[config.mk]
export PLATFORM = sky130hd
export DESIGN_NAME = mem_arbiter
export DESIGN_NICKNAME = d
export VERILOG_FILES = /design/src/rtl/mem_arbiter.sv
export SDC_FILE = /design/constraint.sdc
export NUM_CORES = 1
export LEC_CHECK = 0
export CAP_MARGIN = 20
export CORE_MARGIN = 2
export CORE_UTILIZATION = 25
export CTS_CLUSTER_SIZE = 14
export DETAILED_ROUTE_END_ITERATION = 16
export PLACE_DENSITY = 0.64
export RECOVER_POWER = 25
export SETUP_SLACK_MARGIN = 0.1
export SYNTH_ARGS = -nofsm -noshare
export SYNTH_HDL_FRONTEND = slang
export SYNTH_SLANG_ARGS = --single-unit
[constraint.sdc]
create_clock -name clk -period 2.25 [get_ports clk]
set_input_delay 0.225 -clock clk [delete_from_list [all_inputs] [get_ports clk]]
set_output_delay 0.225 -clock clk [all_outputs]
set_load 0.03 [all_outputs]
[src/rtl/mem_arbiter.sv]
// mem_arbiter: shares one single-ported memory between the fetch port (read-only)
// and the data port (read/write). Data has priority; a saturating streak counter
// hands the memory to a waiting fetch after MAX_D_STREAK data grants.
module mem_arbiter #(
  parameter int unsigned MAX_D_STREAK = 4
) (
  input  logic        clk,
  input  logic        rst,
  // fetch port
  input  logic        i_req,
  input  logic [15:0] i_addr,
  output logic [15:0] i_rdata,
  output logic        i_done,
  output logic        i_stall,
  output logic        i_err,
  // data port
  input  logic        d_req,
  input  logic        d_wr,
  input  logic [15:0] d_addr,
  input  logic [15:0] d_wdata,
  output logic [15:0] d_rdata,
  output logic        d_done,
  output logic        d_stall,
  output logic        d_err,
  // shared memory
  output logic [15:0] mem_addr,
  output logic [15:0] mem_wdata,
  output logic        mem_rd,
  output logic        mem_wr,
  input  logic [15:0] mem_rdata,
  input  logic        mem_done,
  input  logic        mem_err
);

  localparam int unsigned AW = 16;
  localparam int unsigned DW = 16;
  localparam int unsigned SW = 4;
  localparam logic [SW-1:0] STREAK_MAX = SW'(MAX_D_STREAK);

  typedef enum logic [1:0] {
    IDLE   = 2'd0,
    BUSY_I = 2'd1,
    BUSY_D = 2'd2
  } state_t;

  state_t        r_state;
  state_t        w_next;
  logic [SW-1:0] r_streak;
  logic [AW-1:0] r_addr;
  logic [DW-1:0] r_wdata;
  logic          r_wr;
  logic          r_err_seen;
  logic          w_grant_i;
  logic          w_grant_d;

  // State register; reset aborts any transaction in flight.
  always_ff @(posedge clk or negedge rst) begin
    if (!rst) begin
      r_state <= IDLE;
    end else begin
      r_state <= w_next;
    end
  end

  // Arbitration in IDLE and completion detection in BUSY.
  always_comb begin
    w_next    = r_state;
    w_grant_i = 1'b0;
    w_grant_d = 1'b0;
    case (r_state)
      IDLE: begin
        // Data wins a tie unless it has already taken MAX_D_STREAK grants in a row.
        if (d_req && !(i_req && (r_streak == STREAK_MAX))) begin
          w_grant_d = 1'b1;
          w_next    = BUSY_D;
        end else if (i_req) begin
          w_grant_i = 1'b1;
          w_next    = BUSY_I;
        end
      end
      BUSY_I, BUSY_D: begin
        if (mem_done) begin
          w_next = IDLE;
        end
      end
      default: w_next = IDLE;
    endcase
  end

  // Hold registers and streak counter, updated only on a grant.
  always_ff @(posedge clk or negedge rst) begin
    if (!rst) begin
      r_addr   <= '0;
      r_wdata  <= '0;
      r_wr     <= 1'b0;
      r_streak <= '0;
    end else if (w_grant_d) begin
      r_addr  <= d_addr;
      r_wdata <= d_wdata;
      r_wr    <= d_wr;
      if (r_streak < STREAK_MAX) begin
        r_streak <= r_streak + SW'(1);
      end
    end else if (w_grant_i) begin
      r_addr   <= i_addr;
      r_wdata  <= '0;
      r_wr     <= 1'b0;
      r_streak <= '0;
    end
  end

  // Sticky error flag: collects mem_err across a BUSY window, cleared back in IDLE.
  always_ff @(posedge clk or negedge rst) begin
    if (!rst) begin
      r_err_seen <= 1'b0;
    end else if ((r_state == IDLE) || mem_done) begin
      r_err_seen <= 1'b0;
    end else if (mem_err) begin
      r_err_seen <= 1'b1;
    end
  end

  // Memory strobes and completion responses, decoded from the current state.
  always_comb begin
    mem_addr  = r_addr;
    mem_wdata = r_wdata;
    mem_rd    = 1'b0;
    mem_wr    = 1'b0;
    i_done    = 1'b0;
    i_rdata   = '0;
    i_err     = 1'b0;
    d_done    = 1'b0;
    d_rdata   = '0;
    d_err     = 1'b0;
    case (r_state)
      BUSY_I: begin
        mem_rd = 1'b1;
        if (mem_done) begin
          i_done  = 1'b1;
          i_rdata = mem_rdata;
          i_err   = mem_err | r_err_seen;
        end
      end
      BUSY_D: begin
        mem_rd = ~r_wr;
        mem_wr = r_wr;
        if (mem_done) begin
          d_done  = 1'b1;
          d_rdata = mem_rdata;
          d_err   = mem_err | r_err_seen;
        end
      end
      default: ;
    endcase
    // Stalls are forced low while reset is held so every output reads 0.
    i_stall = rst & i_req & ~i_done;
    d_stall = rst & d_req & ~d_done;
  end

endmodule

==> results.json, run 1 <==
{
  "status": "finished, final reports clean",
  "cts_tree": "yes",
  "slew_violations": 0,
  "insertion_delay_ns": 0.28,
  "areaGrowthSynthToFinish_pct": 77.4,
  "fin_crit_sh_pct": 84.8,
  "routed-via-count": 2052,
  "relSlewSlack_pct": 54.3,
  "grt_usage_pct": 13.4,
  "final.setup_skew_ns": 0.00660,
  "num_rows": 32,
  "crit_arrival_ns": 1.68,
  "layout.area.seq_um2": 1000,
  "io_pins": 143,
  "p_leak_nw": 1.75,
  "grt_first_pass_wirelength_um": 9460,
  "num-nets-final": 404,
  "gp_congestion": 0.755,
  "die_h_um": 94.0,
  "hold_viol_final": 0,
  "hold_path.class": "flop to flop",
  "final_common_cell": "clkdlybuf4s50_1",
  "post_cts_buffers": 0,
  "dr.pass1.iters": 4,
  "cts.clk_slew.worst_paths_ns": 0.07,
  "drv_cap": 0,
  "grt_max_degree": 33,
  "fin_cells": 431,
  "cts-root-buf": "clkbuf_8",
  "crit_path_start_kind": "flop",
  "multi_input_comb_area_um2": 913,
  "grt_pass1_vias": 2023,
  "setup-tns-final_ns": 0,
  "worst_setup_path_end_kind": "output port",
  "synth_cells": 182,
  "drive_above_1_share_pct": 17.3,
  "numCtsBuffers": 5,
  "diodes": 0,
  "fill_cells": 729,
  "synth_area_um2": 2030,
  "tightest_slew_ns": 0.685,
  "rsz0062_at_grt": "false",
  "rr_worst_depth": 7,
  "dieArea_um2": 8840,
  "drtIter0Drc": 49,
  "power.density_nw_per_um2": 1280,
  "drc": 0,
  "setup_viol": 0,
  "placedInstanceArea_um2": 3470,
  "grt.overflow.total": 0,
  "dp_cells": 421,
  "path_class": "flop to output port",
  "layout_min_cycle_time_ns": 1.91,
  "syn-mean-instance-area_um2": 11.1,
  "h-tree-depth": 2,
  "yosysWarnings": 0,
  "layout_common_cells": "96 x clkdlybuf4s50_1, 45 x buf_4, 40 x dfrtp_1, 34 x and3_1, 18 x a22o_1",
  "holdPathStages": 1,
  "wl_per_cell_um": 14.6,
  "ys_types": 27,
  "core_area_um2": 7810,
  "totalWireLength_um": 6280,
  "design_area_um2": 3600,
  "cts_sinks": 40,
  "yosysSeqAreaShare_pct": 49.4,
  "vdd_drop_max_v": 0.000665,
  "start_util_pct": 26.0,
  "ys_ff_latch": 40,
  "die_w_um": 94.0,
  "hpwl_um": 4720,
  "via_per_inst": 4.76,
  "synth_fp_nets": 258,
  "antenna_left": 0,
  "fmax_mhz": 524,
  "portBuffers": 142,
  "antenna_found_initial": 0,
  "required_ns": 2.03,
  "critPathMaxFanout": 17,
  "clock_path_buffers": 2
}
==> kinds of logic after synthesis <==
group                    after synthesis  synth area share, %
AO/OA/AOI/OAI                         41                 17.7
adder cells (fa/ha/maj)                5                 3.09
AND/OR/NAND/NOR                       72                 22.7
buffers and inverters                 22                 6.11
multiplexers                           2                 1.05
flip-flops                            40                 49.4
==> critical path, stage by stage (launching register included) <==
cell and delay (ns):
dfrtp_1 0.40, inv_1 0.09, ha_1 0.19, buf_4 0.19
and2_1 0.13, dlygate4sd2_1 0.40
==> final cells by class <==
cell class,instances,area share [%]
clock buffer,6,2.02
clock inverter,2,0.974
inverter,6,0.626
multi-input combinational,120,25.4
sequential,40,27.8
tap,102,3.55
timing repair buffer,155,39.6
==> sequential cells by signal, indices dropped and copies added (netlist names) <==
register / cells
r_err_seen: 1
mem_addr: 16
r_streak: 4
mem_wdata: 16
r_state: 2
r_wr: 1
==> path summary, 6_finish.rpt <==
path                                     from       endpoint  slack [ns]
worst max register to register     r_state[1]    mem_addr[0]        0.48
min in group asynchronous                 rst   mem_wdata[0]        0.71
worst max-delay path               r_state[0]         mem_wr        0.34
worst min-delay path            mem_wdata[13]  mem_wdata[13]        0.49
max in group asynchronous                 rst   mem_addr[11]        0.78
worst min register to register  mem_wdata[13]  mem_wdata[13]        0.49
==> cell usage after synthesis, drive strengths merged <==
| cell | count | area share, % |
|---|---|---|
| mux2i | 1 | 0.49 |
| nor2 | 3 | 0.56 |
| mux2 | 1 | 0.56 |
| nor3 | 2 | 0.49 |
| a21oi | 3 | 0.74 |
| clkbuf | 8 | 1.5 |
| buf | 8 | 3.5 |
| nor3b | 16 | 5.9 |
| o21a | 1 | 0.37 |
| nand2 | 7 | 1.3 |
| ha | 5 | 3.1 |
| and2 | 2 | 0.62 |
| nand2b | 2 | 0.62 |
| nor2b | 3 | 1.3 |
| nand4b | 1 | 0.74 |
| o211ai | 1 | 0.37 |
| a22o | 18 | 7.8 |
| dfrtp | 40 | 49 |
| o21ai | 2 | 0.49 |
| a221o | 16 | 7.9 |
| and3 | 34 | 10 |
| nand3b | 1 | 0.37 |
| inv | 6 | 1.1 |
| nand4 | 1 | 0.31 |
==> metal layers <==
layer / GRT usage [%] / vias up / share of wire, %
met1: 16.1 / 977 / 42
li1: - / 974 / -
met5: 0 / - / 0
met2: 23.0 / 101 / 47
met4: 2.54 / 0 / 0
met3: 5.22 / 0 / 11
==> what timing repair did <==
action | CTS | global route
endpoints found under the setup margin | 2 | 2
cloned | 0 | 0
resized for setup | 2 | 2
endpoints found under the hold margin | 12 | 0
hold buffers | 2 | 0
==> power by group <==
| part | switching (mW) | internal (mW) | total (mW) | leakage [nW] |
|---|---|---|---|---|
| clock | 0.241 | 0.329 | 0.570 | 0.0552 |
| sequential | 0.204 | 1.07 | 1.27 | 0.499 |
| combinational | 1.55 | 1.19 | 2.75 | 1.19 |
| total | 2.00 | 2.59 | 4.59 | 1.75 |
==> through the flow <==
stage / power, mW / util (%) / hold slack [ns] / setup slack (ns)
2_1_floorplan: 2.94 / - / -0.0706 / 0.673
3_3_place_gp: 4.06 / 44.5 / 0.148 / 0.326
3_5_place_dp: 4.08 / 44.5 / 0.150 / 0.300
4_1_cts: 4.68 / 46.1 / 0.506 / 0.107
5_1_grt: 4.88 / 46.1 / 0.526 / 0.196
6_report: 4.59 / 46.1 / 0.494 / 0.341
Note: power is estimated with default switching activity, not from simulation.
==> inputs of run 2 (changes only) <==
clock period = 1.85 ns   (was 2.25 ns; I/O delays follow)
==> run 2 against run 1 <==
Setup slack worse by 0.20 ns; die area is the same; sequential power increased by 22%; power increased by 26%; non-clock buffer count is 4 higher; first-iteration DRC count decreased by 16%; worst hold slack got worse by 0.26 ns; critical endpoint is now mem_rd; largest power group unchanged.
==> results.json, run 2 (synthesis results as in run 1) <==
{
  "clock_path_buffers": 2,
  "cts_tree": "yes",
  "numCtsBuffers": 5,
  "fill_cells": 736,
  "drive_above_1_share_pct": 21.3,
  "crit_path_start_kind": "flop",
  "grt.overflow.total": 0,
  "die_w_um": 94.0,
  "antenna_found_initial": 0,
  "start_util_pct": 26.0,
  "grt_usage_pct": 13.5,
  "layout_common_cells": "101 x clkdlybuf4s50_1, 46 x buf_4, 40 x dfrtp_1, 34 x and3_1, 18 x a22o_1",
  "path_class": "flop to output port",
  "final.setup_skew_ns": 0.0115,
  "antenna_left": 0,
  "critPathMaxFanout": 7,
  "cts-root-buf": "clkbuf_8",
  "tightest_slew_ns": 1.02,
  "num_rows": 32,
  "cp_top_family": "flip-flops",
  "p_seq_share_pct": 26.8,
  "cts.clk_slew.worst_paths_ns": 0.09,
  "swShare_pct": 43.1,
  "rsz0062_at_grt": "true",
  "grt_first_pass_wirelength_um": 9580,
  "hold_path.class": "primary input to async pin",
  "slowest_stage": "dfrtp_1",
  "intPower_mw": 3.29,
  "hpwl_um": 4680,
  "layout_min_cycle_time_ns": 1.71,
  "areaGrowthSynthToFinish_pct": 81.4,
  "relSlewSlack_pct": 32.0,
  "gp_congestion": 0.758,
  "crit_arrival_ns": 1.53,
  "status": "finished, final reports clean",
  "slew_violations": 0,
  "rr_worst_depth": 7,
  "worst_setup_path_end_kind": "output port",
  "setup_viol": 0,
  "cp_num_buf_inv": 3,
  "diodes": 0,
  "setup-tns-final_ns": 0,
  "drv_cap": 0,
  "cpPeakStageDelay_ns": 0.40,
  "io_pins": 143,
  "r2r_end": "mem_addr[14]",
  "p_clk_share_pct": 10.7,
  "cts_sinks": 40,
  "drc": 0,
  "r2r_start": "r_state[1]",
  "totalWireLength_um": 6330,
  "layout.area.seq_um2": 1000,
  "num-nets-final": 408,
  "dr.pass1.iters": 4,
  "fmax_mhz": 584,
  "combPwrFrac_pct": 62.6,
  "p_leak_nw": 1.75,
  "vdd_drop_max_v": 0.000873,
  "grt_pass1_vias": 1994,
  "dieArea_um2": 8840,
  "power.density_nw_per_um2": 1570,
  "crit_path_cell_trace": "inv_2 -> ha_2 -> buf_8 -> nor2b_2 -> o21a_1 -> buf_6",
  "ff2ff_setup_slack_ns": 0.20,
  "holdBufCountCts": 0,
  "portBuffers": 142,
  "insertion_delay_ns": 0.29,
  "h-tree-depth": 2,
  "final_common_cell": "clkdlybuf4s50_1",
  "drtIter0Drc": 41,
  "finalPower_mw": 5.77,
  "wl_per_cell_um": 14.5,
  "hold_viol_final": 0,
  "grt_max_degree": 41,
  "core_area_um2": 7810,
  "multi_input_comb_area_um2": 918,
  "via_per_inst": 4.65,
  "routed-via-count": 2023,
  "fin_crit_sh_pct": 92.6,
  "power_switching_mw": 2.49,
  "die_h_um": 94.0,
  "required_ns": 1.66
}
-- run 2: cell count changes in the layout (fill, tap and decap cells not counted), sizes merged --
cell           delta
buf              +11
dlygate4sd3       -7
clkdlybuf4s50     +5
dlygate4sd2       -2
dlymetal6s2s      -2
bufinv            -1
clkinv            -1
clkinvlp          +1
-- run 2: worst reg2reg max path: stages (launching register included) --
cell and delay (ns):
dfrtp_1 0.40, inv_1 0.10, ha_1 0.19, nand2_1 0.11
nor2b_4 0.20, buf_12 0.19, nor3b_1 0.08, a221o_1 0.26
-- run 2: cell type report --
type	count	area share, %
repair buffers	159	41.2
flip-flops and latches	40	27.2
multi-input cells	120	25.0
well taps	102	3.47
clock buffers	7	2.35
inverters	6	0.613
clock inverters	1	0.204
-- run 2: per-stage QoR --
step	worst slack, ns	util [%]	instance area, um^2	hold slack (ns)	std cells
global placement	0.0624	45.1	3520	0.329	423
floorplan	0.273	-	2030	-0.111	182
global route	0.0627	47.1	3680	0.378	435
finish	0.137	47.1	3680	0.229	435
CTS	0.111	46.6	3640	0.0189	432
detailed placement	0.0512	45.1	3520	0.343	423
-- run 2: worst max-delay path by stage --
stage | start | to | slack, ns | cells past startpoint
floorplan | r_state[1] | mem_addr[8] | 0.27 | 8
global placement | i_req | i_stall | 0.06 | 3
detailed placement | i_req | i_stall | 0.05 | 3
CTS | r_state[0] | mem_rd | 0.11 | 6
global route | r_state[0] | mem_rd | 0.06 | 6
finish | r_state[0] | mem_rd | 0.14 | 6
-- run 2: routing by layer --
metal | vias up | GRT usage (%) | part of all wire, %
met3 | 2 | 4.82 | 10
li1 | 982 | - | -
met1 | 941 | 16.8 | 42
met4 | 0 | 1.81 | 0.24
met2 | 98 | 23.2 | 48
met5 | - | 0 | 0
-- run 2: power groups by stage --
stage               sequential (mW)  combinational, mW  clock [mW]
floorplan                      2.25               1.33           0
global placement               1.55               3.47           0
detailed placement             1.54               3.51           0
CTS                            1.55               3.55       0.637
global route                   1.61               3.85       0.662
finish                         1.55               3.61       0.616
-- run 2: timing repair --
action                     CTS  global route
gates resized for setup     12             5
setup buffers                1             3
setup endpoints to repair    3            25
